**src/rtl/prefix_adder_pkg.sv**
```systemverilog
// Shared types and sizing helpers for the pipelined Kogge-Stone adder.
// Optional subtract mode is enabled by defining PREFIX_ADDER_SUB_EN.
package prefix_adder_pkg;

    localparam int MAX_W = 64;

    // One pipeline bank. Fields are sized for the widest legal operand and
    // zero-extended; p holds the half-sum with carry-in already folded into bit 0.
    typedef struct packed {
        logic             valid;
        logic             sub;
        logic [MAX_W-1:0] p;
        logic [MAX_W-1:0] gp;
        logic [MAX_W-1:0] gg;
    } stage_t;

    function automatic int num_levels(input int width);
        return $clog2(width);
    endfunction

    function automatic int num_stages(input int width, input int lvl_per_stg);
        return (num_levels(width) + lvl_per_stg - 1) / lvl_per_stg;
    endfunction

endpackage

```
**src/rtl/prefix_adder_pipe_pg_cell.sv**
```systemverilog
// Group propagate/generate combine for one Kogge-Stone level, N positions wide.
module pg_cell
    import prefix_adder_pkg::*;
#(
    parameter int N = 8
) (
    input  logic [N-1:0] p_hi,
    input  logic [N-1:0] g_hi,
    input  logic [N-1:0] p_lo,
    input  logic [N-1:0] g_lo,
    output logic [N-1:0] p_out,
    output logic [N-1:0] g_out
);

    assign p_out = p_hi & p_lo;
    assign g_out = g_hi | (p_hi & g_lo);

endmodule

```
**src/rtl/prefix_adder_pipe.sv**
```systemverilog
// Pipelined Kogge-Stone adder with valid/ready flow control and global stall.
// Define PREFIX_ADDER_SUB_EN to add the 'sub' port (a - b mode).
module prefix_adder_pipe
    import prefix_adder_pkg::*;
#(
    parameter int WIDTH       = 32,
    parameter int LVL_PER_STG = 2
) (
    input  logic             clk,
    input  logic             rst_n,
    input  logic             in_valid,
    output logic             in_ready,
    input  logic [WIDTH-1:0] a,
    input  logic [WIDTH-1:0] b,
    input  logic             cin,
`ifdef PREFIX_ADDER_SUB_EN
    input  logic             sub,
`endif
    output logic             out_valid,
    input  logic             out_ready,
    output logic [WIDTH-1:0] sum,
    output logic             cout,
    output logic             ovf
);

    localparam int L    = num_levels(WIDTH);
    localparam int NSTG = num_stages(WIDTH, LVL_PER_STG);

    logic             adv;
    logic [WIDTH-1:0] b_eff;
    logic             c_in;
    logic             sub_in;

`ifdef PREFIX_ADDER_SUB_EN
    assign b_eff  = sub ? ~b : b;
    assign c_in   = sub | cin;
    assign sub_in = sub;
`else
    assign b_eff  = b;
    assign c_in   = cin;
    assign sub_in = 1'b0;
`endif

    logic [WIDTH-1:0] p0;
    logic [WIDTH-1:0] g0;
    assign p0 = a ^ b_eff;
    assign g0 = a & b_eff;

    // Inputs to each stage's prefix levels: index 0 comes from the ports.
    logic             src_v   [NSTG];
    logic             src_sub [NSTG];
    logic [WIDTH-1:0] src_p   [NSTG];
    logic [WIDTH-1:0] src_gp  [NSTG];
    logic [WIDTH-1:0] src_gg  [NSTG];
    stage_t           stg_d   [NSTG];
    stage_t           stg_q   [NSTG];

    // Carry-in is pre-combined into position 0, so bit 0 never needs a group P.
    assign src_v[0]   = in_valid;
    assign src_sub[0] = sub_in;
    assign src_p[0]   = {p0[WIDTH-1:1], p0[0] ^ c_in};
    assign src_gp[0]  = {p0[WIDTH-1:1], 1'b0};
    assign src_gg[0]  = {g0[WIDTH-1:1], g0[0] | (p0[0] & c_in)};

    generate
        for (genvar s = 1; s < NSTG; s++) begin : g_src
            assign src_v[s]   = stg_q[s-1].valid;
            assign src_sub[s] = stg_q[s-1].sub;
            assign src_p[s]   = stg_q[s-1].p[WIDTH-1:0];
            assign src_gp[s]  = stg_q[s-1].gp[WIDTH-1:0];
            assign src_gg[s]  = stg_q[s-1].gg[WIDTH-1:0];
        end

        for (genvar j = 0; j < L; j++) begin : g_lvl
            localparam int D = 1 << j;
            logic [WIDTH-1:0]   gp_i, gg_i, gp_o, gg_o;
            logic [WIDTH-D-1:0] gp_c, gg_c;

            if (j % LVL_PER_STG == 0) begin : g_head
                assign gp_i = src_gp[j / LVL_PER_STG];
                assign gg_i = src_gg[j / LVL_PER_STG];
            end else begin : g_chain
                assign gp_i = g_lvl[j-1].gp_o;
                assign gg_i = g_lvl[j-1].gg_o;
            end

            pg_cell #(.N(WIDTH - D)) u_pg (
                .p_hi  (gp_i[WIDTH-1:D]),
                .g_hi  (gg_i[WIDTH-1:D]),
                .p_lo  (gp_i[WIDTH-1-D:0]),
                .g_lo  (gg_i[WIDTH-1-D:0]),
                .p_out (gp_c),
                .g_out (gg_c)
            );

            assign gp_o = {gp_c, gp_i[D-1:0]};
            assign gg_o = {gg_c, gg_i[D-1:0]};
        end

        for (genvar s = 0; s < NSTG; s++) begin : g_stg
            localparam int LAST = (((s + 1) * LVL_PER_STG < L) ? (s + 1) * LVL_PER_STG : L) - 1;
            assign stg_d[s] = '{valid: src_v[s],
                                sub:   src_sub[s],
                                p:     MAX_W'(src_p[s]),
                                gp:    MAX_W'(g_lvl[LAST].gp_o),
                                gg:    MAX_W'(g_lvl[LAST].gg_o)};
        end
    endgenerate

    // After all levels, gg[i] is the carry out of bit i.
    stage_t           last;
    logic [WIDTH-1:0] g_fin;
    logic [WIDTH-1:0] sum_d;
    assign last  = stg_q[NSTG-1];
    assign g_fin = last.gg[WIDTH-1:0];
    assign sum_d = last.p[WIDTH-1:0] ^ {g_fin[WIDTH-2:0], 1'b0};

    assign adv      = out_ready | ~out_valid;
    assign in_ready = adv;

    always_ff @(posedge clk) begin
        if (!rst_n) begin
            // NOTE: only valid bits and outputs are reset; datapath fields hold
            // whatever they had, which keeps reset fan-out off the wide registers.
            for (int s = 0; s < NSTG; s++) stg_q[s].valid <= 1'b0;
            out_valid <= 1'b0;
            sum       <= '0;
            cout      <= 1'b0;
            ovf       <= 1'b0;
        end else if (adv) begin
            for (int s = 0; s < NSTG; s++) stg_q[s] <= stg_d[s];
            out_valid <= last.valid;
            sum       <= sum_d;
            cout      <= g_fin[WIDTH-1];
            ovf       <= g_fin[WIDTH-1] ^ g_fin[WIDTH-2];
        end
    end

endmodule

```
**config.mk**
```make
export PLATFORM = sky130hd
export DESIGN_NAME = prefix_adder_pipe
export DESIGN_NICKNAME = d
export VERILOG_FILES = /design/src/rtl/prefix_adder_pkg.sv /design/src/rtl/prefix_adder_pipe_pg_cell.sv /design/src/rtl/prefix_adder_pipe.sv
export SDC_FILE = /design/constraint.sdc
export NUM_CORES = 1
export LEC_CHECK = 0
export CAP_MARGIN = 15
export CORE_MARGIN = 10
export CORE_UTILIZATION = 50
export DETAILED_ROUTE_END_ITERATION = 10
export PLACE_DENSITY_LB_ADDON = 0.1
export SYNTH_ARGS = -nofsm -noshare
export SYNTH_HDL_FRONTEND = slang
export SYNTH_SLANG_ARGS = --single-unit
```
**constraint.sdc**
```tcl
create_clock -name clk -period 5.4 [get_ports clk]
set_clock_uncertainty 0.15 [all_clocks]
set_input_delay 1.62 -clock clk [delete_from_list [all_inputs] [get_ports clk]]
set_output_delay 1.62 -clock clk [all_outputs]
set_load 0.01 [all_outputs]
```
**Word-level counts from Yosys, hierarchy flattened**

Memory sizes are Yosys's and may differ from the RTL's.
Index checks and enable logic that the tools add are counted.

- Bitwise gates (word level): 27
- Muxes and demuxes: 7

Operator list:

| cell | number |
|---|---|
| bitwise XOR 32 bit | 2 |
| bitwise AND 31 bit | 2 |
| bitwise AND 30 bit | 2 |
| bitwise AND 28 bit | 2 |
| bitwise AND 24 bit | 2 |
| bitwise AND 16 bit | 2 |
| bitwise AND 32 bit | 1 |
| OR 31 bit | 1 |
| OR 30 bit | 1 |
| OR 28 bit | 1 |
| OR 24 bit | 1 |
| OR 16 bit | 1 |
| 2-to-1 mux 1 bit | 7 |
| OR 1 bit | 5 |
| bitwise XOR 1 bit | 2 |
| bitwise AND 1 bit | 1 |
| inverter 1 bit | 1 |

- Register bits: 35
- Bits in writable memories: 294
- Memories kept: 1

Memories:

| name | depth | bits a word | rd ports | clocked after Yosys merged registers in | write ports | RTL line | RTL |
|---|---|---|---|---|---|---|---|
| stg_q | 3 | 98 | 3 | 0 | 3 | prefix_adder_pipe.sv:56 | `stage_t stg_q [NSTG];` |

**Depth between registers and ports, before layout**

- Depth in word-level cells: 7
- Depth in mapped cells: 7
- Gate-level depth less buffers: 5

**Hierarchy**

Synthesis repeated with hierarchy kept, for this count alone.

- Cells, all modules: 1,019
- Area, all modules: 13,533.0 sq um

Modules (own cells, without submodules):

| module | area each (sq um) | instances | cells each | sequential area each (sq um) |
|---|---|---|---|---|
| prefix_adder_pipe | 11,602.4 | 1 | 761 | 8,418.1 |
| pg_cell at g_lvl[0].u_pg | 464.2 | 1 | 62 | 0.0 |
| pg_cell at g_lvl[1].u_pg | 449.2 | 1 | 60 | 0.0 |
| pg_cell at g_lvl[2].u_pg | 419.2 | 1 | 56 | 0.0 |
| pg_cell at g_lvl[3].u_pg | 359.1 | 1 | 48 | 0.0 |
| pg_cell at g_lvl[4].u_pg | 239.0 | 1 | 32 | 0.0 |

**Least setup slack after synthesis**

OpenSTA, ideal clock, no wires.

- Path kind: input -> register
- Start point: input rst_n
- End point: memory stg_q[0][0] (netlist bit) (enable)
- Data required time: 4,755 ps
- Arrival: 4,741 ps
- Stages on the path: 4
- Slack: 13 ps
- Cell sequence: buf_4 > nand2_1 > inv_1 > buf_2

RTL lines:

| element | RTL line | RTL |
|---|---|---|
| start, declared | prefix_adder_pipe.sv:10 | `input logic rst_n,` |
| end, declared | prefix_adder_pipe.sv:56 |  |

**Final worst setup path**

- Start point: input out_ready
- End point: output in_ready

- Word-level cells in the longest chain between the ends: 1

Ends and longest elaborated chain:

| element | RTL line | RTL |
|---|---|---|
| start, declared | prefix_adder_pipe.sv:20 | `input logic out_ready,` |
| OR 1 bit | prefix_adder_pipe.sv:118 | `assign adv = out_ready \| ~out_valid;` |
| end, declared | prefix_adder_pipe.sv:12 | `output logic in_ready,` |

No other way between the ends.

==> run_results.csv <==
group,metric,value,unit
status,status,"finished, final reports clean",
yosys,yosysTopAreaCellShare,0.609,
yosys,seq_area_frac_synth,0.668,
sta,setup_violations,0,
critical_path,critPathMaxStageDelay,0.52,ns
placed_design,dpl.cell_count,1273,
finish,nets,1085,
pwr,cellPowerDensity,361,nW/um^2
critical_path,r2r_cells,6,
clocking,numCtsBuffers,28,
critical_path,critPathArrivalTime,2.78,ns
placed_design,place_hpwl,17200,um
pwr,worst_ir_drop_vdd,146,uV
drt,drtPass1Iterations,7,
sta,setup_ws,0.855,ns
yosys,synth_ff_type,"edfxtp_1",
critical_path,cp_slowest_cell,"clkdlybuf4s50_1",
clocking,clock_sinks,274,
drt,viasPerCell,5.47,
finish,postLayoutCoreUtil,0.601,
critical_path,rrSetupSlack,2.83,ns
critical_path,startpoint,"out_ready",
sta,max_freq,220,MHz
critical_path,start_kind,"primary input",
sta,whs,0.305,ns
pwr,power_switching,0.00110,W
global_route,grt_first_pass_wirelength,40300,um
drt,wirelength,25400,um
yosys,synth_edf_count,239,
yosys,ys_async_sr_fraction,0,
finish,n_antenna_cell,0,
drt,drc,0,
global_route,overflow,0,
critical_path,critPathKind,"primary input to primary output",
critical_path,required,3.63,ns
global_route,grt_antenna_before_repair,0,
pwr,clock_power_share,0.394,
sta,slew_headroom,0.457,
yosys,ys_ff_latch,274,
global_route,grt_util_all_layers,0.164,
yosys,syn_nets,989,
hold_path,hold_class,"flip-flop to flip-flop",
floorplanning,rows,56,
placed_design,gp_congestion,0.812,
clocking,insertion_delay,0.53,ns
clocking,root_buffer,"clkbuf_16",
finish,fin_cells,1325,
drt,routedWlPerCell,19.1,um
yosys,ys_types,31,
critical_path,path_cells,"clkdlybuf4s50_1 -> nor2b_4 -> inv_6 -> clkdlybuf4s50_1",
yosys,synth_area_leaders,"edfxtp_1, and3_1, dfxtp_1",
clocking,cts-resized-gates,0,
pwr,switching_share,0.217,
clocking,cts_buffer_depth,3,
sta,setup_tns,0,ns
drt,antenna_left,0,
sta,worstMarginPinSlew,0.815,ns
sta,fin_crit_sh,0.842,
global_route,grt_max_degree,200,
finish,fillers,1904,
pwr,leakage,5.50,nW
sta,hold_violations,0,
yosys,synth_area_leader_cell,"edfxtp_1",
clocking,post-cts-setup-buffers,0,
floorplanning,start_util,0.505,
clocking,h-tree-depth,1,
yosys,synth_area,11800,sq um
hold_path,holdCritStartpoint,"stg_q[0][293]$_SDFFCE_PN0P_",
yosys,synth_top_cells_by_count,"edfxtp_1, and3_1, nor2_1, a21oi_1, nand2_1",
critical_path,worstReg2RegEnd,"stg_q[0][28]$_DFFE_PP_",
yosys,synth_most_common_cell,"edfxtp_1",
flow_run,maxCapViolations,0,
critical_path,crit_path_end_kind,"primary output",
finish,drive_gt1_frac,0.0875,
drt,num_vias,7250,
clocking,path_clk_slew,0.05,ns
placed_design,io_buffer_count,104,
yosys,syn_inst,888,
clocking,holdBufCountCts,0,
yosys,ys_warn_count,0,
pwr,intPower,0.00396,W
critical_path,crit_buf_inv,3,
sta,finalWorstPathRequiredPeriod,4.55,ns
floorplanning,dieArea,30100,sq um
hold_path,min_to,"out_valid$_SDFFE_PN0N_",
floorplanning,pin_count,105,
pwr,combPwrFrac,0.099,
floorplanning,fp.coreArea,23300,sq um
finish,area_growth,18.9,%
placed_design,place_ws,0.842,ns
global_route,grt_pass1_vias,7220,
critical_path,path_delay_family,"buffers and inverters",
sta,rsz0062_at_grt,"no",
critical_path,r2r_start,"out_valid$_SDFFE_PN0N_",
sta,drv_slew,0,
floorplanning,die_h,174,um
pwr,seqPwrFrac,0.507,
critical_path,crit_fanout,2,
hold_path,whs_path_depth,2,
critical_path,crit_path_frequent_cell,"clkdlybuf4s50_1",
floorplanning,die_width,174,um
drt,initialDrtViolationCount,666,
clocking,cts_tree,"done",
yosys,syn_avg_cell_area,13.3,sq um
[sequential cells by signal, summed over array words and instances, names as in the netlist]
signal,cells
stg_q,239
cout,1
out_valid,1
sum,32
ovf,1
[stage by stage]
stage / power (W) / area, sq um
global route: 0.00524 / 14000
global placement: 0.00310 / 13100
finish: 0.00506 / 14000
CTS: 0.00510 / 14000
detailed placement: 0.00311 / 13100
floorplan: 0.00289 / 11800
[per-layer routing]
layer | GRT usage | vias to the layer above | wire length, um
met5 | 0 | - | 0
li1 | - | 3518 | -
met4 | 0.0445 | 0 | 469
met1 | 0.229 | 3476 | 11500
met2 | 0.259 | 225 | 11900
met3 | 0.0292 | 31 | 1450
[tightest hold or removal path: stages (launching register included)]
cell and delay, ns:
edfxtp_1 0.32, nor2_1 0.04, nor2_1 0.06
[cells by family after synthesis]
| group | share of synthesized area |
|---|---|
| DFF | 0.668 |
| buffers and inverters | 0.0299 |
| xor gates and xnor gates | 0.0238 |
| and+or+nand+nor | 0.142 |
| AOI/OAI and AO/OA | 0.102 |
| adders and majority gates | 0.0346 |
[placed cells by master (no fill, tap or decap), drive strengths merged]
cell type and count:
a22o 1, a32o 1, and3 128, o2bb2ai 4, nand2 46, o21a 21, clkdlybuf4s50 103, buf 13
edfxtp 239, nor2 90, inv 5, clkbuf 44, nand3 37, clkinv 3, nor3 23, fa 1
nor2b 1, dfxtp 35, bufinv 5, a211oi 32, or3 1, a21o 26, and2 1, a21oi 77
nand4 2, o21ai 1, and4 3, ha 31, xnor2 32
[worst max-delay path by stage]
stage               cells past startpoint  slack, ns                    end
global route                            4       0.81               in_ready
detailed placement                      4       0.84               in_ready
finish                                  4       0.85               in_ready
floorplan                               4       0.01  stg_q[0][0]$_DFFE_PP_
global placement                        4       0.84               in_ready
CTS                                     4       0.83               in_ready
[power groups by stage]
stage	clock network, W	registers, W	logic, W
finish	0.00199	0.00256	0.000501
global route	0.00211	0.00258	0.000554
CTS	0.00203	0.00256	0.000507
detailed placement	0	0.00261	0.000503
global placement	0	0.00260	0.000498
floorplan	0	0.00259	0.000293
[layout make-up]
type | instances | area, sq um | share of cell area
multi-input combinational | 559 | 3560 | 0.254
inverter | 5 | 31.3 | 0.00223
timing repair buffer | 116 | 1190 | 0.0848
tap | 319 | 399 | 0.0285
clock inverter | 8 | 165 | 0.0118
sequential | 274 | 7880 | 0.562
clock buffer | 44 | 792 | 0.0565
(Power assumes the default switching activity.)
